===== config.mk =====
export PLATFORM = sky130hd
export DESIGN_NAME = ctrl_decode_queue_flat
export DESIGN_NICKNAME = d
export VERILOG_FILES = /design/src/rtl/ctrl_decode_queue_pkg.sv /design/src/rtl/ctrl_decode_queue_if.sv /design/src/rtl/ctrl_decode_queue_rv_decode_core.sv /design/src/rtl/ctrl_decode_queue.sv /design/src/flat_wrapper.sv
export SDC_FILE = /design/constraint.sdc
export NUM_CORES = 1
export LEC_CHECK = 0
export BUFFER_PORTS_ARGS = -buffer_cell sky130_fd_sc_hd__buf_2
export CORE_MARGIN = 8
export CORE_UTILIZATION = 53
export CTS_CLUSTER_SIZE = 14
export DETAILED_ROUTE_END_ITERATION = 8
export GPL_ROUTABILITY_DRIVEN = 1
export PLACE_DENSITY = 0.91
export SLEW_MARGIN = 40
export SYNTH_ARGS = -nofsm -noshare
export SYNTH_HDL_FRONTEND = slang
export SYNTH_HIERARCHICAL = 1
export SYNTH_SLANG_ARGS = --single-unit

===== constraint.sdc =====
create_clock -name clk -period 8 [get_ports clk]
set_input_delay 1.2 -clock clk [delete_from_list [all_inputs] [get_ports clk]]
set_output_delay 1.2 -clock clk [all_outputs]
set_load 0.05 [all_outputs]

===== src/rtl/ctrl_decode_queue_pkg.sv =====
// Shared opcodes, ALU/memory encodings and the decoded control bundle for ctrl_decode_queue.
// Also holds the legality check used when CTRL_ILLEGAL_CHECK_EN is defined.
package ctrl_decode_queue_pkg;

    // Full 7-bit major opcodes: instr[6:2] plus the mandatory 2'b11 of 32-bit encodings.
    localparam logic [6:0] OPCODE_LOAD    = 7'b0000011;
    localparam logic [6:0] OPCODE_STORE   = 7'b0100011;
    localparam logic [6:0] OPCODE_BRANCH  = 7'b1100011;
    localparam logic [6:0] OPCODE_JAL     = 7'b1101111;
    localparam logic [6:0] OPCODE_JALR    = 7'b1100111;
    localparam logic [6:0] OPCODE_ARITH_R = 7'b0110011;
    localparam logic [6:0] OPCODE_ARITH_I = 7'b0010011;
    localparam logic [6:0] OPCODE_LUI     = 7'b0110111;
    localparam logic [6:0] OPCODE_AUIPC   = 7'b0010111;

    localparam logic [2:0] F3_ADD_SUB = 3'b000;
    localparam logic [2:0] F3_LB      = 3'b000;
    localparam logic [2:0] F3_LH      = 3'b001;
    localparam logic [2:0] F3_LW      = 3'b010;
    localparam logic [2:0] F3_LBU     = 3'b100;
    localparam logic [2:0] F3_LHU     = 3'b101;
    localparam logic [6:0] F7_SUB     = 7'b0100000;

    typedef enum logic [1:0] {
        ALUOP_ADD   = 2'b00,
        ALUOP_SUB   = 2'b01,
        ALUOP_OTHER = 2'b10,
        ALUOP_PASS  = 2'b11
    } alu_op_e;

    // One-hot access size; zero means no memory access.
    localparam logic [2:0] MEM_NONE = 3'b000;
    localparam logic [2:0] MEM_B    = 3'b001;
    localparam logic [2:0] MEM_HW   = 3'b010;
    localparam logic [2:0] MEM_W    = 3'b100;

    localparam logic [1:0] JUMP_NONE = 2'b00;
    localparam logic [1:0] JUMP_JAL  = 2'b01;
    localparam logic [1:0] JUMP_JALR = 2'b10;

    typedef struct packed {
        logic [4:0] rd;
        logic [4:0] rs1;
        logic [4:0] rs2;
        logic [2:0] funct3;
        logic       branch;
        logic [1:0] jump;
        logic       mem_read;
        logic       mem_to_reg;
        logic       mem_write;
        logic       alu_src;
        logic       reg_write;
        alu_op_e    alu_op;
        logic [2:0] mem_mode;
        logic       mem_unsigned;
        logic       illegal;
    } ctrl_bundle_t;

    function automatic logic [2:0] mem_mode_from_f3(input logic [2:0] f3);
        case (f3[1:0])
            2'b00:   return MEM_B;
            2'b01:   return MEM_HW;
            default: return MEM_W;
        endcase
    endfunction

    function automatic logic instr_is_legal(input logic [31:0] instr);
        logic [2:0] f3;
        f3 = instr[14:12];
        case (instr[6:0])
            OPCODE_LOAD:  return (f3 == F3_LB) || (f3 == F3_LH) || (f3 == F3_LW) ||
                                 (f3 == F3_LBU) || (f3 == F3_LHU);
            OPCODE_STORE: return (f3 == F3_LB) || (f3 == F3_LH) || (f3 == F3_LW);
            OPCODE_BRANCH, OPCODE_JAL, OPCODE_JALR, OPCODE_ARITH_R,
            OPCODE_ARITH_I, OPCODE_LUI, OPCODE_AUIPC: return 1'b1;
            default:      return 1'b0;
        endcase
    endfunction

endpackage


===== src/rtl/ctrl_decode_queue_if.sv =====
// Fetch-side and execute-side handshake bundle of ctrl_decode_queue.
// master = fetch/execute environment, slave = the decode queue.
interface ctrl_decode_queue_if #(parameter int XLEN = 32);
    logic            flush;
    logic            in_valid;
    logic            in_ready;
    logic [31:0]     instr;
    logic [XLEN-1:0] pc_in;
    logic            out_valid;
    logic            out_ready;
    logic [XLEN-1:0] pc_out;
    logic [4:0]      rd;
    logic [4:0]      rs1;
    logic [4:0]      rs2;
    logic [2:0]      funct3;
    logic            branch;
    logic [1:0]      jump;
    logic            mem_read;
    logic            mem_to_reg;
    logic            mem_write;
    logic            alu_src;
    logic            reg_write;
    logic [1:0]      alu_op;
    logic [2:0]      mem_mode;
    logic            mem_unsigned;
    logic            illegal;

    modport master (
        output flush, in_valid, instr, pc_in, out_ready,
        input  in_ready, out_valid, pc_out, rd, rs1, rs2, funct3, branch, jump,
               mem_read, mem_to_reg, mem_write, alu_src, reg_write, alu_op,
               mem_mode, mem_unsigned, illegal
    );

    modport slave (
        input  flush, in_valid, instr, pc_in, out_ready,
        output in_ready, out_valid, pc_out, rd, rs1, rs2, funct3, branch, jump,
               mem_read, mem_to_reg, mem_write, alu_src, reg_write, alu_op,
               mem_mode, mem_unsigned, illegal
    );
endinterface


===== src/rtl/ctrl_decode_queue_rv_decode_core.sv =====
// Purely combinational RV32 instruction -> control bundle decoder.
// CTRL_ILLEGAL_CHECK_EN: flag undecodable instructions via the illegal bit.
module rv_decode_core
    import ctrl_decode_queue_pkg::*;
(
    input  logic [31:0]  instr_i,
    output ctrl_bundle_t bundle_o
);

    logic [2:0] f3;
    logic [6:0] f7;
    ctrl_bundle_t b;

    assign f3 = instr_i[14:12];
    assign f7 = instr_i[31:25];

    always_comb begin
        b          = '0;
        b.rd       = instr_i[11:7];
        b.rs1      = instr_i[19:15];
        b.rs2      = instr_i[24:20];
        b.funct3   = f3;
        b.alu_op   = ALUOP_PASS;
        b.mem_mode = MEM_NONE;
        case (instr_i[6:0])
            OPCODE_LOAD: begin
                b.mem_read     = 1'b1;
                b.mem_to_reg   = 1'b1;
                b.alu_src      = 1'b1;
                b.reg_write    = 1'b1;
                b.alu_op       = ALUOP_ADD;
                b.mem_mode     = mem_mode_from_f3(f3);
                b.mem_unsigned = f3[2];
            end
            OPCODE_STORE: begin
                b.mem_write = 1'b1;
                b.alu_src   = 1'b1;
                b.alu_op    = ALUOP_ADD;
                b.mem_mode  = mem_mode_from_f3(f3);
            end
            OPCODE_BRANCH: begin
                b.branch = 1'b1;
                b.alu_op = ALUOP_SUB;
            end
            OPCODE_JAL: begin
                b.jump      = JUMP_JAL;
                b.reg_write = 1'b1;
            end
            OPCODE_JALR: begin
                b.jump      = JUMP_JALR;
                b.reg_write = 1'b1;
                b.alu_src   = 1'b1;
            end
            OPCODE_ARITH_R: begin
                b.reg_write = 1'b1;
                // SUB wins over ADD only for the exact funct7 pattern.
                if (f3 != F3_ADD_SUB)
                    b.alu_op = ALUOP_OTHER;
                else if (f7 == F7_SUB)
                    b.alu_op = ALUOP_SUB;
                else
                    b.alu_op = ALUOP_ADD;
            end
            OPCODE_ARITH_I: begin
                b.reg_write = 1'b1;
                b.alu_src   = 1'b1;
                b.alu_op    = (f3 == F3_ADD_SUB) ? ALUOP_ADD : ALUOP_OTHER;
            end
            OPCODE_LUI, OPCODE_AUIPC: begin
                b.reg_write = 1'b1;
            end
            default: begin
            end
        endcase
`ifdef CTRL_ILLEGAL_CHECK_EN
        if (!instr_is_legal(instr_i)) begin
            b         = '0;
            b.rd      = instr_i[11:7];
            b.rs1     = instr_i[19:15];
            b.rs2     = instr_i[24:20];
            b.illegal = 1'b1;
        end
`endif
    end

    assign bundle_o = b;

endmodule


===== src/rtl/ctrl_decode_queue.sv =====
// Decode stage: decodes at push and queues control bundles in a DEPTH-entry FIFO.
// Illegal-instruction flagging is built in when CTRL_ILLEGAL_CHECK_EN is defined.
module ctrl_decode_queue
    import ctrl_decode_queue_pkg::*;
#(
    parameter int XLEN  = 32,
    parameter int DEPTH = 2
) (
    input  logic                clk,
    input  logic                rst_n,
    ctrl_decode_queue_if.slave  bus
);

    localparam int PW = (DEPTH > 1) ? $clog2(DEPTH) : 1;
    localparam int CW = $clog2(DEPTH + 1);
    localparam logic [PW-1:0] PTR_LAST = PW'(DEPTH - 1);
    localparam logic [CW-1:0] CNT_FULL = CW'(DEPTH);

    ctrl_bundle_t    dec_bundle;
    ctrl_bundle_t    head_bundle;
    ctrl_bundle_t    bundle_mem_q [DEPTH];
    logic [XLEN-1:0] pc_mem_q [DEPTH];
    logic [XLEN-1:0] head_pc;

    logic [PW-1:0] wr_ptr_q, wr_ptr_d;
    logic [PW-1:0] rd_ptr_q, rd_ptr_d;
    logic [CW-1:0] count_q, count_d;
    logic          in_ready_w, out_valid_w, push, pop;

    rv_decode_core u_decode (
        .instr_i  (bus.instr),
        .bundle_o (dec_bundle)
    );

    // Explicit wrap keeps non-power-of-2 depths correct.
    function automatic logic [PW-1:0] ptr_next(input logic [PW-1:0] p);
        return (p == PTR_LAST) ? '0 : p + PW'(1);
    endfunction

    assign in_ready_w  = (count_q < CNT_FULL);
    assign out_valid_w = (count_q != '0);
    assign push        = bus.in_valid & in_ready_w & ~bus.flush;
    assign pop         = out_valid_w & bus.out_ready & ~bus.flush;

    always_comb begin
        wr_ptr_d = wr_ptr_q;
        rd_ptr_d = rd_ptr_q;
        count_d  = count_q;
        if (bus.flush) begin
            wr_ptr_d = '0;
            rd_ptr_d = '0;
            count_d  = '0;
        end else begin
            if (push) wr_ptr_d = ptr_next(wr_ptr_q);
            if (pop)  rd_ptr_d = ptr_next(rd_ptr_q);
            case ({push, pop})
                2'b10:   count_d = count_q + CW'(1);
                2'b01:   count_d = count_q - CW'(1);
                default: count_d = count_q;
            endcase
        end
    end

    always_ff @(posedge clk or negedge rst_n) begin
        if (!rst_n) begin
            wr_ptr_q <= '0;
            rd_ptr_q <= '0;
            count_q  <= '0;
        end else begin
            wr_ptr_q <= wr_ptr_d;
            rd_ptr_q <= rd_ptr_d;
            count_q  <= count_d;
        end
    end

    // Storage needs no reset: outputs are masked while the queue is empty.
    always_ff @(posedge clk) begin
        if (push) begin
            bundle_mem_q[wr_ptr_q] <= dec_bundle;
            pc_mem_q[wr_ptr_q]     <= bus.pc_in;
        end
    end

    assign head_bundle = out_valid_w ? bundle_mem_q[rd_ptr_q] : '0;
    assign head_pc     = out_valid_w ? pc_mem_q[rd_ptr_q] : '0;

    assign bus.in_ready     = in_ready_w;
    assign bus.out_valid    = out_valid_w;
    assign bus.pc_out       = head_pc;
    assign bus.rd           = head_bundle.rd;
    assign bus.rs1          = head_bundle.rs1;
    assign bus.rs2          = head_bundle.rs2;
    assign bus.funct3       = head_bundle.funct3;
    assign bus.branch       = head_bundle.branch;
    assign bus.jump         = head_bundle.jump;
    assign bus.mem_read     = head_bundle.mem_read;
    assign bus.mem_to_reg   = head_bundle.mem_to_reg;
    assign bus.mem_write    = head_bundle.mem_write;
    assign bus.alu_src      = head_bundle.alu_src;
    assign bus.reg_write    = head_bundle.reg_write;
    assign bus.alu_op       = head_bundle.alu_op;
    assign bus.mem_mode     = head_bundle.mem_mode;
    assign bus.mem_unsigned = head_bundle.mem_unsigned;
    assign bus.illegal      = head_bundle.illegal;

endmodule


===== src/flat_wrapper.sv =====
// flat-port wrapper written by rule: the top's interface ports become plain ports
module ctrl_decode_queue_flat import ctrl_decode_queue_pkg::*;
#(
    parameter int XLEN  = 32,
    parameter int DEPTH = 2
)
  (clk, rst_n, bus_flush, bus_in_valid, bus_instr, bus_pc_in, bus_out_ready, bus_in_ready, bus_out_valid, bus_pc_out, bus_rd, bus_rs1, bus_rs2, bus_funct3, bus_branch, bus_jump, bus_mem_read, bus_mem_to_reg, bus_mem_write, bus_alu_src, bus_reg_write, bus_alu_op, bus_mem_mode, bus_mem_unsigned, bus_illegal);
  ctrl_decode_queue_if #(.XLEN(XLEN)) bus_i ();
  input  logic clk;
  input  logic rst_n;
  input wire logic [$bits(bus_i.flush)-1:0] bus_flush;
  input wire logic [$bits(bus_i.in_valid)-1:0] bus_in_valid;
  input wire logic [$bits(bus_i.instr)-1:0] bus_instr;
  input wire logic [$bits(bus_i.pc_in)-1:0] bus_pc_in;
  input wire logic [$bits(bus_i.out_ready)-1:0] bus_out_ready;
  output wire logic [$bits(bus_i.in_ready)-1:0] bus_in_ready;
  output wire logic [$bits(bus_i.out_valid)-1:0] bus_out_valid;
  output wire logic [$bits(bus_i.pc_out)-1:0] bus_pc_out;
  output wire logic [$bits(bus_i.rd)-1:0] bus_rd;
  output wire logic [$bits(bus_i.rs1)-1:0] bus_rs1;
  output wire logic [$bits(bus_i.rs2)-1:0] bus_rs2;
  output wire logic [$bits(bus_i.funct3)-1:0] bus_funct3;
  output wire logic [$bits(bus_i.branch)-1:0] bus_branch;
  output wire logic [$bits(bus_i.jump)-1:0] bus_jump;
  output wire logic [$bits(bus_i.mem_read)-1:0] bus_mem_read;
  output wire logic [$bits(bus_i.mem_to_reg)-1:0] bus_mem_to_reg;
  output wire logic [$bits(bus_i.mem_write)-1:0] bus_mem_write;
  output wire logic [$bits(bus_i.alu_src)-1:0] bus_alu_src;
  output wire logic [$bits(bus_i.reg_write)-1:0] bus_reg_write;
  output wire logic [$bits(bus_i.alu_op)-1:0] bus_alu_op;
  output wire logic [$bits(bus_i.mem_mode)-1:0] bus_mem_mode;
  output wire logic [$bits(bus_i.mem_unsigned)-1:0] bus_mem_unsigned;
  output wire logic [$bits(bus_i.illegal)-1:0] bus_illegal;
  assign bus_i.flush = bus_flush;
  assign bus_i.in_valid = bus_in_valid;
  assign bus_i.instr = bus_instr;
  assign bus_i.pc_in = bus_pc_in;
  assign bus_i.out_ready = bus_out_ready;
  assign bus_in_ready = bus_i.in_ready;
  assign bus_out_valid = bus_i.out_valid;
  assign bus_pc_out = bus_i.pc_out;
  assign bus_rd = bus_i.rd;
  assign bus_rs1 = bus_i.rs1;
  assign bus_rs2 = bus_i.rs2;
  assign bus_funct3 = bus_i.funct3;
  assign bus_branch = bus_i.branch;
  assign bus_jump = bus_i.jump;
  assign bus_mem_read = bus_i.mem_read;
  assign bus_mem_to_reg = bus_i.mem_to_reg;
  assign bus_mem_write = bus_i.mem_write;
  assign bus_alu_src = bus_i.alu_src;
  assign bus_reg_write = bus_i.reg_write;
  assign bus_alu_op = bus_i.alu_op;
  assign bus_mem_mode = bus_i.mem_mode;
  assign bus_mem_unsigned = bus_i.mem_unsigned;
  assign bus_illegal = bus_i.illegal;
  ctrl_decode_queue #(.XLEN(XLEN), .DEPTH(DEPTH)) u_core (.clk(clk), .rst_n(rst_n), .bus(bus_i));
endmodule

==> insert_results.sql, run 1 <==
INSERT INTO impl_metrics (metric_group, metric, value, unit) VALUES
('global_routing', 'grt_pass1_wl', '17300', 'um'),
('power_and_ir_drop', 'report.power.total', '1.77', 'mW'),
('timing', 'worst_case_headroom_to_the_max_slew_limit', '53.1', '%'),
('power_and_ir_drop', 'pwr-share-comb', '14.5', '%'),
('synth', 'synthDominantAreaCellType', 'sky130_fd_sc_hd__edfxtp_1', ''),
('cts', 'cts_tree', 'built', ''),
('timing', 'number_of_setup_violations_in_the_final_report', '0', ''),
('power_and_ir_drop', 'static-leakage-power', '2.56', 'nW'),
('floorplan', 'floorplan.die_area', '14000', 'um^2'),
('synth', 'synth.yosys.warnings', '6', ''),
('layout', 'ff_latch_area', '4010', 'um^2'),
('floorplan', 'core_region_area', '10200', 'um^2'),
('cts', 'post_cts_resized', '0', ''),
('layout', 'multi_input_logic_area', '1220', 'um^2'),
('routing', 'drtIter0Drc', '146', ''),
('synth', 'synth_area', '5540', 'um^2'),
('run', 'maxCapViolCount', '0', ''),
('place', 'dp.final_hpwl', '7240', 'um'),
('layout', 'num-fill-cells', '731', ''),
('synth', 'synth_area_per_cell', '15.8', 'um^2'),
('floorplan', 'top_level_ports', '136', ''),
('routing', 'final_antenna_net_count', '0', ''),
('worst_setup_path', 'crit-reg2reg-launch', 'u_core/count_q[1]', ''),
('routing', 'via_count', '3171', ''),
('synth', 'postSynthCellCount', '351', ''),
('cts', 'cts.sinks', '134', ''),
('routing', 'post-route-drc-count', '0', ''),
('worst_setup_path', 'cell_chain_of_the_critical_path', 'buf_12 -> buf_12 -> mux2i_1 -> nor2_1 -> buf_2', ''),
('synth', 'synth_most_common_cell', 'sky130_fd_sc_hd__edfxtp_1', ''),
('floorplan', 'fp.dieW', '118', 'um'),
('timing', 'report.final.hold_viol_count', '0', ''),
('worst_setup_path', 'timing.critical_path.mode_cell', 'sky130_fd_sc_hd__buf_12', ''),
('timing', 'achievable-frequency', '284', 'MHz'),
('timing', 'worst_slew_pin_slew', '704', 'ps'),
('synth', 'yosys.area.top_type_share', '70.5', '%'),
('floorplan', 'placement_rows', '37', ''),
('layout', 'final_nets', '545', ''),
('global_routing', 'via_count_of_the_first_global_routing_pass', '3558', ''),
('timing', 'rsz_0062_raised_after_global_routing', 'no', ''),
('timing', 'period_needed', '3520', 'ps'),
('layout', 'instances_no_fill', '624', ''),
('cts', 'cts_buffer_depth', '2', ''),
('timing', 'clock-skew-final', '6.37', 'ps'),
('power_and_ir_drop', 'p_int', '1.31', 'mW'),
('outcome', 'status', 'completed', ''),
('cts', 'cts_setup_buffers', '0', ''),
('floorplan', 'die_h', '118', 'um'),
('worst_setup_path', 'reg2reg_slack', '6130', 'ps'),
('worst_setup_path', 'timing.critical_path.to_type', 'output port', ''),
('routing', 'routed_wl', '10600', 'um'),
('worst_setup_path', 'worst-setup-path-type', 'flip-flop to output port', ''),
('layout', 'final_cell_area', '6700', 'um^2'),
('synth', 'synth_enable_flop_cells', '130', ''),
('power_and_ir_drop', 'power_switching', '462', 'uW'),
('place', 'port-buffer-count', '135', ''),
('power_and_ir_drop', 'power.share.sequential', '46.1', '%'),
('synth', 'synthFlopType', 'sky130_fd_sc_hd__edfxtp_1', ''),
('global_routing', 'number_of_antenna_violations_at_the_first_check_in_global_routing', '0', ''),
('routing', 'wl_per_cell', '17.0', 'um'),
('worst_setup_path', 'worstPathRequired', '6800', 'ps'),
('layout', 'drive_above_1_share', '36.3', '%'),
('global_routing', 'grt.overflow.total', '0', ''),
('worst_setup_path', 'arrival', '2320', 'ps'),
('power_and_ir_drop', 'netSwitchingFraction', '26.1', '%'),
('global_routing', 'grt_max_degree', '67', ''),
('cts', 'clkTransAtPathRegs', '50', 'ps'),
('worst_setup_path', 'crit_path_max_incr_delay', '690', 'ps'),
('floorplan', 'floorplan.initialDensity', '54.1', '%'),
('worst_setup_path', 'reg2reg_to', 'u_core/pc_mem_q[1][14]', ''),
('worst_setup_path', 'cp-startpoint', 'u_core/rd_ptr_q', ''),
('worst_setup_path', 'depth_of_the_worst_register_to_register_path', '3', '');
## state kept, by name, summed over array words and instances (netlist names)
register             cells
u_core/bundle_mem_q     66
u_core/pc_mem_q         64
u_core/count_q           2
u_core/rd_ptr_q          1
u_core/wr_ptr_q          1
## critical path: cells and delay by family (launching register included)
kind                   cells  cell delay [ps]
buffers and inverters      3              740
and+or+nand+nor            1               90
muxes                      1              280
DFF                        1              690
## layout make-up
class                           instances  area share, %
Tap cell                              136           2.54
Sequential cell                       134           59.8
Inverter                                4          0.224
Clock buffer                           19           6.30
Multi-Input combinational cell        178           18.2
Timing Repair Buffer                  141           11.2
Clock inverter                         12           1.68
## power by group through the flow
stage	clock [mW]	combinational, mW	sequential [mW]
2_1_floorplan	0	0.208	0.825
3_3_place_gp	0	0.240	0.838
3_5_place_dp	0	0.259	0.829
4_1_cts	0.712	0.259	0.815
5_1_grt	0.742	0.272	0.817
6_report	0.697	0.256	0.815
## logic make-up (layout without fill, tap and decap cells)
group	count (synthesis)	after routing	synth area share (%)
flops	134	134	72.3
simple gates	99	99	8.43
mux	66	66	11.9
buf+inv	39	176	5.90
compound gates	10	10	1.04
xor+xnor	2	2	0.316
other cells	1	1	0.0677
## routing by layer
layer / wire, um / global-route usage, %
met5: 0 / 0
met2: 5590 / 27.8
met3: 727 / 5.52
met1: 4200 / 16.2
met4: 105 / 6.73
## stage by stage
stage          utilization [%]  setup slack (ps)  hold slack (ps)
2_1_floorplan                -              1340              519
3_3_place_gp              59.8              4940              554
3_5_place_dp              60.2              4980              576
4_1_cts                   65.4              4430              466
5_1_grt                   65.5              4370              473
6_report                  65.5              4480              496
## worst max-delay path by stage
stage	end	slack, ps	cells past startpoint
after floorplan	u_core/bundle_mem_q[1][0]	1340	2
after global placement	bus_mem_mode[0]	4940	3
final	bus_pc_out[20]	4480	5
after detailed placement	bus_pc_out[20]	4980	5
after CTS	bus_pc_out[20]	4430	5
after global routing	bus_pc_out[20]	4370	5
## placed cells by master, fill, tap and decap left out, types with 4 or more instances in the layout
cell type,n
sky130_fd_sc_hd__inv_1,4
sky130_fd_sc_hd__edfxtp_1,130
sky130_fd_sc_hd__o21ai_0,4
sky130_fd_sc_hd__clkbuf_16,16
sky130_fd_sc_hd__nor2_1,74
sky130_fd_sc_hd__clkinv_1,4
sky130_fd_sc_hd__mux2i_1,66
sky130_fd_sc_hd__buf_2,135
No activity file was read; power rests on OpenSTA's default activity.
==> inputs of run 2 (changes only) <==
- clock period: 8 -> 3.53 ns (I/O delays scaled with it)
==> insert_results.sql, run 2 (synthesized netlist as in run 1, its figures left out) <==
INSERT INTO impl_metrics (metric_group, metric, value, unit) VALUES
('layout', 'area_growth_syn_to_layout', '22.0', '%'),
('floorplan', 'placement_rows', '37', ''),
('worst_setup_path', 'arrival', '2360', 'ps'),
('timing', 'rsz_0062_raised_after_global_routing', 'no', ''),
('timing', 'worst_slew_pin_slew', '752', 'ps'),
('routing', 'drtIter0Drc', '166', ''),
('layout', 'ff_latch_area', '4010', 'um^2'),
('routing', 'via_count', '3143', ''),
('floorplan', 'floorplan.die_area', '14000', 'um^2'),
('floorplan', 'floorplan.initialDensity', '54.1', '%'),
('routing', 'routed_wl', '10500', 'um'),
('place', 'dp.final_hpwl', '6970', 'um'),
('layout', 'drive_above_1_share', '36.2', '%'),
('worst_setup_path', 'timing.critical_path.to_type', 'output port', ''),
('timing', 'hold_slack', '215', 'ps'),
('worst_setup_path', 'worstPathRequired', '3000', 'ps'),
('global_routing', 'grt_pass1_wl', '16700', 'um'),
('worst_setup_path', 'reg2reg_slack', '1610', 'ps'),
('cts', 'cts_tree', 'built', ''),
('timing', 'report.final.hold_viol_count', '0', ''),
('layout', 'instances_no_fill', '625', ''),
('floorplan', 'top_level_ports', '136', ''),
('global_routing', 'grt.overflow.total', '0', ''),
('worst_setup_path', 'worst-setup-path-type', 'flip-flop to output port', ''),
('timing', 'number_of_setup_violations_in_the_final_report', '0', ''),
('power_and_ir_drop', 'power_frac_clock', '41.5', '%'),
('worst_setup_path', 'cp-start-kind', 'flip-flop', ''),
('outcome', 'status', 'completed', ''),
('power_and_ir_drop', 'netSwitchingFraction', '25.1', '%'),
('layout', 'final_common_cell', 'sky130_fd_sc_hd__buf_2', ''),
('global_routing', 'number_of_antenna_violations_at_the_first_check_in_global_routing', '0', ''),
('place', 'dpl.cell_count', '592', ''),
('routing', 'wl_per_cell', '16.8', 'um'),
('layout', 'final_nets', '545', ''),
('power_and_ir_drop', 'power.ir.vdd_worst', '0.000282', 'V'),
('power_and_ir_drop', 'power.share.sequential', '44.8', '%'),
('timing', 'period_needed', '2890', 'ps'),
('routing', 'dr.pass1.iters', '4', ''),
('layout', 'registers.top_by_ff_count', 'u_core/bundle_mem_q', ''),
('power_and_ir_drop', 'pwr-share-comb', '13.7', '%'),
('place', 'port-buffer-count', '135', ''),
('timing', 'finalSetupTns', '0', 'ps'),
('layout', 'layout_common_cells', '135 x sky130_fd_sc_hd__buf_2, 130 x sky130_fd_sc_hd__edfxtp_1, 74 x sky130_fd_sc_hd__nor2_1, 66 x sky130_fd_sc_hd__mux2i_1, 16 x sky130_fd_sc_hd__clkbuf_16', ''),
('cts', 'clkTransAtPathRegs', '60', 'ps'),
('timing', 'worst_case_headroom_to_the_max_slew_limit', '49.9', '%'),
('cts', 'htree_num_levels', '4', ''),
('timing', 'layout_worst_path_cycle_share', '81.8', '%'),
('routing', 'final_antenna_net_count', '0', ''),
('cts', 'cts_buffer_depth', '2', ''),
('global_routing', 'grt_usage', '15.1', '%'),
('timing', 'maxSlewViolCount', '0', ''),
('global_routing', 'via_count_of_the_first_global_routing_pass', '3450', ''),
('cts', 'clk_root_buffer_cell', 'sky130_fd_sc_hd__clkbuf_8', ''),
('layout', 'reg.largest.list', 'u_core/bundle_mem_q x66, u_core/pc_mem_q x64, u_core/count_q x2', ''),
('worst_setup_path', 'worstPathMaxFanout', '43', ''),
('power_and_ir_drop', 'static-leakage-power', '2.60', 'nW'),
('place', 'gp_congestion', '0.751', ''),
('place', 'post-place-ws', '1170', 'ps'),
('global_routing', 'met2_usage', '26.6', '%'),
('cts', 'cts.sinks', '134', ''),
('floorplan', 'core_region_area', '10200', 'um^2'),
('routing', 'vias_per_cell', '5.03', ''),
('run', 'maxCapViolCount', '0', ''),
('layout', 'num_antenna_cells', '0', ''),
('timing', 'clock-skew-final', '5.02', 'ps'),
('floorplan', 'die_h', '118', 'um'),
('cts', 'tritoncts.num_buffers', '17', ''),
('layout', 'largest_register_ffs', '66', ''),
('global_routing', 'gr-max-usage-layer', 'met2', ''),
('layout', 'num-fill-cells', '742', ''),
('timing', 'achievable-frequency', '346', 'MHz'),
('global_routing', 'grt_use_met3', '4.90', '%'),
('timing', 'worst_path_setup_slack_after_routing', '642', 'ps'),
('hold_path', 'hold_path_class', 'primary input to flip-flop', ''),
('power_and_ir_drop', 'pwr_per_cell_area', '614', 'nW/um^2'),
('cts', 'cts_setup_buffers', '0', ''),
('layout', 'finished_core_util', '66.0', '%'),
('global_routing', 'grtUsageMet1', '16.6', '%'),
('routing', 'post-route-drc-count', '0', ''),
('global_routing', 'grt_max_degree', '66', ''),
('layout', 'multi_input_logic_area', '1230', 'um^2'),
('power_and_ir_drop', 'p_int', '3.11', 'mW'),
('cts', 'clock_latency', '500', 'ps'),
('power_and_ir_drop', 'power_switching', '1.04', 'mW'),
('floorplan', 'fp.dieW', '118', 'um');
-- run 2: cell count changes in the layout (fill, tap and decap cells not counted), sizes merged --
cell | previous run | this run
buf | 141 | 140
bufinv | 2 | 4
clkbuf | 19 | 20
clkinvlp | 3 | 1
dlygate4sd3 | 0 | 1
-- run 2: timing repair --
| item | CTS | global route |
|---|---|---|
| hold endpoints to repair | 4 | 0 |
| gates resized for setup | 0 | 0 |
| hold buffers | 1 | 0 |
-- run 2: path summary, 6_finish.rpt --
path | startpoint | to | depth (start not counted)
worst max-delay path | u_core/rd_ptr_q | bus_rs1[0] | 4
worst min-delay path | bus_instr[21] | u_core/bundle_mem_q[1][19] | 1
worst max register to register | u_core/count_q[1] | u_core/bundle_mem_q[1][26] | 3
worst min register to register | u_core/wr_ptr_q | u_core/wr_ptr_q | 2
max in group asynchronous | rst_n | u_core/rd_ptr_q | 2
min in group asynchronous | rst_n | u_core/wr_ptr_q | 2
-- run 2: critical path: stages, from the launching register on --
cell and delay (ps):
sky130_fd_sc_hd__dfrtp_4 920, sky130_fd_sc_hd__buf_4 360, sky130_fd_sc_hd__mux2i_1 270, sky130_fd_sc_hd__nor2_1 60, sky130_fd_sc_hd__buf_2 230
-- run 2: power groups by stage --
stage	clock, mW	sequential, mW	combinational (mW)
floorplan	0	1.86	0.473
global placement	0	1.89	0.560
detailed placement	0	1.89	0.573
CTS	1.76	1.86	0.575
global route	1.83	1.86	0.605
finish	1.72	1.86	0.569
-- run 2: cell type report --
type | instances | area share (%)
clock inverters | 12 | 2.35
multi-input cells | 178 | 18.3
inverters | 4 | 0.222
repair buffers | 141 | 11.0
well taps | 136 | 2.52
flip-flops and latches | 134 | 59.3
clock buffers | 20 | 6.30
-- run 2: metrics by stage --
stage | cell area, um^2 | total power [mW]
after CTS | 6750 | 4.20
after floorplan | 5560 | 2.34
after global placement | 6150 | 2.45
after detailed placement | 6150 | 2.46
final | 6750 | 4.15
after global routing | 6750 | 4.30
-- run 2: per-layer routing --
layer	routed length [um]	share of wire, %
met4	130	1.2
met1	4310	41
met5	0	0
met3	621	5.9
met2	5420	52
==> inputs of run 3 (changes only) <==
- ABC_AREA: not set -> 1
- clock period: 3.53 -> 2.8 ns (I/O delays scaled with it)
==> insert_results.sql, run 3 <==
INSERT INTO impl_metrics (metric_group, metric, value, unit) VALUES
('outcome', 'status', 'completed', ''),
('synth', 'synth_area_per_cell', '12.1', 'um^2'),
('synth', 'synth_area', '5530', 'um^2'),
('layout', 'largest_register_ffs', '66', ''),
('layout', 'layout_common_cells', '148 x sky130_fd_sc_hd__nand2_1, 135 x sky130_fd_sc_hd__buf_2, 130 x sky130_fd_sc_hd__edfxtp_1, 68 x sky130_fd_sc_hd__a21oi_1, 17 x sky130_fd_sc_hd__nor2_1', ''),
('global_routing', 'number_of_antenna_violations_at_the_first_check_in_global_routing', '1', ''),
('power_and_ir_drop', 'static-leakage-power', '2.82', 'nW'),
('floorplan', 'floorplan.initialDensity', '54.1', '%'),
('timing', 'achievable-frequency', '380', 'MHz'),
('global_routing', 'via_count_of_the_first_global_routing_pass', '3979', ''),
('routing', 'routed_wl', '12300', 'um'),
('layout', 'final_nets', '651', ''),
('place', 'post-place-ws', '670', 'ps'),
('synth', 'synth_cell_type_count', '23', ''),
('synth', 'synth.top_cells.by_count', '148 x sky130_fd_sc_hd__nand2_1, 130 x sky130_fd_sc_hd__edfxtp_1, 68 x sky130_fd_sc_hd__a21oi_1, 24 x sky130_fd_sc_hd__buf_4, 19 x sky130_fd_sc_hd__nor2_1', ''),
('floorplan', 'placement_rows', '37', ''),
('worst_setup_path', 'timing.critical_path.to_type', 'output port', ''),
('timing', 'number_of_setup_violations_in_the_final_report', '0', ''),
('timing', 'maxSlewViolCount', '0', ''),
('place', 'gp_congestion', '0.815', ''),
('synth', 'syn_nets', '528', ''),
('synth', 'synthDominantAreaCellType', 'sky130_fd_sc_hd__edfxtp_1', ''),
('place', 'area_of_placed_instances', '6200', 'um^2'),
('synth', 'yosys.area.top_type_share', '70.6', '%'),
('cts', 'clock_latency', '500', 'ps'),
('global_routing', 'grt.overflow.total', '0', ''),
('global_routing', 'grt_pass1_wl', '19700', 'um'),
('power_and_ir_drop', 'pwr_per_cell_area', '1140', 'nW/um^2'),
('worst_setup_path', 'cp-start-kind', 'flip-flop', ''),
('routing', 'wl_per_cell', '16.8', 'um'),
('power_and_ir_drop', 'report.power.total', '7.79', 'mW'),
('routing', 'via_count', '3843', ''),
('floorplan', 'die_h', '118', 'um'),
('floorplan', 'top_level_ports', '136', ''),
('cts', 'htree_num_levels', '4', ''),
('synth', 'ys_seq_area_share', '72.4', '%'),
('timing', 'layout_worst_path_cycle_share', '94.0', '%'),
('layout', 'final_cell_area', '6850', 'um^2'),
('layout', 'registers.top_by_ff_count', 'u_core/bundle_mem_q', ''),
('routing', 'final_antenna_net_count', '0', ''),
('routing', 'dr.pass1.iters', '5', ''),
('timing', 'period_needed', '2630', 'ps'),
('worst_setup_path', 'arrival', '2210', 'ps'),
('cts', 'cts_tree', 'built', ''),
('cts', 'cts.sinks', '134', ''),
('cts', 'cts_buffer_depth', '2', ''),
('worst_setup_path', 'worst-setup-path-type', 'flip-flop to output port', ''),
('synth', 'synth_enable_flop_cells', '130', ''),
('place', 'port-buffer-count', '135', ''),
('global_routing', 'grt_max_degree', '67', ''),
('layout', 'final_common_cell', 'sky130_fd_sc_hd__nand2_1', ''),
('floorplan', 'floorplan.die_area', '14000', 'um^2'),
('timing', 'clock-skew-final', '5.38', 'ps'),
('cts', 'tritoncts.num_buffers', '17', ''),
('timing', 'worst_path_setup_slack_after_routing', '167', 'ps'),
('floorplan', 'fp.dieW', '118', 'um'),
('routing', 'post-route-drc-count', '0', ''),
('layout', 'drive_above_1_share', '32.2', '%'),
('synth', 'ys_top_cells_by_area', 'sky130_fd_sc_hd__edfxtp_1 71%, sky130_fd_sc_hd__nand2_1 10%, sky130_fd_sc_hd__a21oi_1 6.2%', ''),
('synth', 'synth_seq_cells', '134', ''),
('layout', 'area_growth_syn_to_layout', '23.9', '%'),
('synth', 'postSynthCellCount', '459', ''),
('worst_setup_path', 'worstPathRequired', '2380', 'ps'),
('timing', 'rsz_0062_raised_after_global_routing', 'no', ''),
('synth', 'synth.yosys.warnings', '6', ''),
('layout', 'reg.largest.list', 'u_core/bundle_mem_q x66, u_core/pc_mem_q x64, u_core/count_q x2', ''),
('timing', 'worst_slew_pin_slew', '700', 'ps'),
('timing', 'report.final.hold_viol_count', '0', ''),
('routing', 'vias_per_cell', '5.26', ''),
('routing', 'drtIter0Drc', '319', ''),
('worst_setup_path', 'worstPathMaxFanout', '30', ''),
('floorplan', 'core_region_area', '10200', 'um^2'),
('synth', 'synth_most_common_cell', 'sky130_fd_sc_hd__nand2_1', ''),
('run', 'maxCapViolCount', '0', ''),
('cts', 'clk_root_buffer_cell', 'sky130_fd_sc_hd__clkbuf_8', ''),
('synth', 'fraction_of_registers_with_async_set_reset', '2.99', '%'),
('cts', 'clkTransAtPathRegs', '60', 'ps'),
('place', 'dp.final_hpwl', '8130', 'um'),
('power_and_ir_drop', 'power.ir.vdd_worst', '0.000545', 'V'),
('global_routing', 'grt_usage', '17.7', '%'),
('synth', 'synthFlopType', 'sky130_fd_sc_hd__edfxtp_1', ''),
('hold_path', 'hold_path_class', 'primary input to flip-flop', ''),
('timing', 'worst_case_headroom_to_the_max_slew_limit', '53.3', '%'),
('timing', 'hold_slack', '102', 'ps');
-- run 3: changes by cell type in the layout (fill, tap and decap cells not counted), moves of 4 or more --
cell | before | now
sky130_fd_sc_hd__a21oi_1 | 3 | 68
sky130_fd_sc_hd__buf_4 | 2 | 7
sky130_fd_sc_hd__inv_1 | 4 | 15
sky130_fd_sc_hd__mux2i_1 | 66 | 0
sky130_fd_sc_hd__nand2_1 | 2 | 148
sky130_fd_sc_hd__nand2_2 | 0 | 6
sky130_fd_sc_hd__nand3_1 | 0 | 9
sky130_fd_sc_hd__nor2_1 | 74 | 17
sky130_fd_sc_hd__nor3_1 | 1 | 5
sky130_fd_sc_hd__o21ai_0 | 4 | 0
-- run 3: kinds of logic (layout without fill, tap and decap cells) --
group	Yosys count	after routing	share of synthesized area, %
compound gates	71	71	6.67
buf+inv	58	192	6.38
flops	134	134	72.4
other cells	1	2	0.0678
simple gates	195	195	14.5
-- run 3: final cells by class --
cell class                 instances  area, um^2
multi-input combinational        267        1190
clock inverter                    13         230
clock buffer                      17         414
timing repair buffer             145         778
antenna                            1        2.50
sequential                       134        4010
tap                              136         170
inverter                          17        63.8
fill                             750        3380
-- run 3: stage by stage --
stage          TNS (ps)  instances  util [%]
2_1_floorplan    -27130        459         -
3_3_place_gp          0        698      60.6
3_5_place_dp          0        698      60.6
4_1_cts               0        729      67.0
5_1_grt               0        730      67.0
6_report              0        730      67.0
-- run 3: critical path: stages, from the launching register on --
cell,delay [ps]
sky130_fd_sc_hd__dfrtp_1,440
sky130_fd_sc_hd__nor2_4,460
sky130_fd_sc_hd__buf_4,410
sky130_fd_sc_hd__a21oi_1,120
sky130_fd_sc_hd__buf_2,240
-- run 3: metal layers --
layer  GRT usage [%]  up-vias  share of wire (%)
li1                -     1812                  -
met3            6.28       22                9.8
met5               0        -                  0
met1            20.7     1804                 39
met2            29.5      205                 50
met4            6.73        0                1.7
-- run 3: timing repair --
item,4_1_cts,5_1_grt
resized for setup,0,0
hold buffers,1,0
endpoints found under the setup margin,0,0
endpoints found under the hold margin,4,0
setup buffers,0,0
-- run 3: report_power, final --
part	switching, mW	internal [mW]
clock	0.789	1.61
combinational	2.34	0.578
sequential	0.0594	2.41
total	3.19	4.60
-- run 3: path summary, 6_finish.rpt --
check | start | endpoint | slack (ps) | cells after the start
worst min-delay path | bus_pc_in[22] | u_core/pc_mem_q[0][22] | 100 | 1
worst max-delay path | u_core/count_q[1] | bus_pc_out[31] | 170 | 4
min in group asynchronous | rst_n | u_core/rd_ptr_q | 260 | 2
max in group asynchronous | rst_n | u_core/rd_ptr_q | 2410 | 2
worst max register to register | u_core/count_q[1] | u_core/pc_mem_q[1][20] | 1010 | 4
worst min register to register | u_core/wr_ptr_q | u_core/pc_mem_q[0][23] | 620 | 1
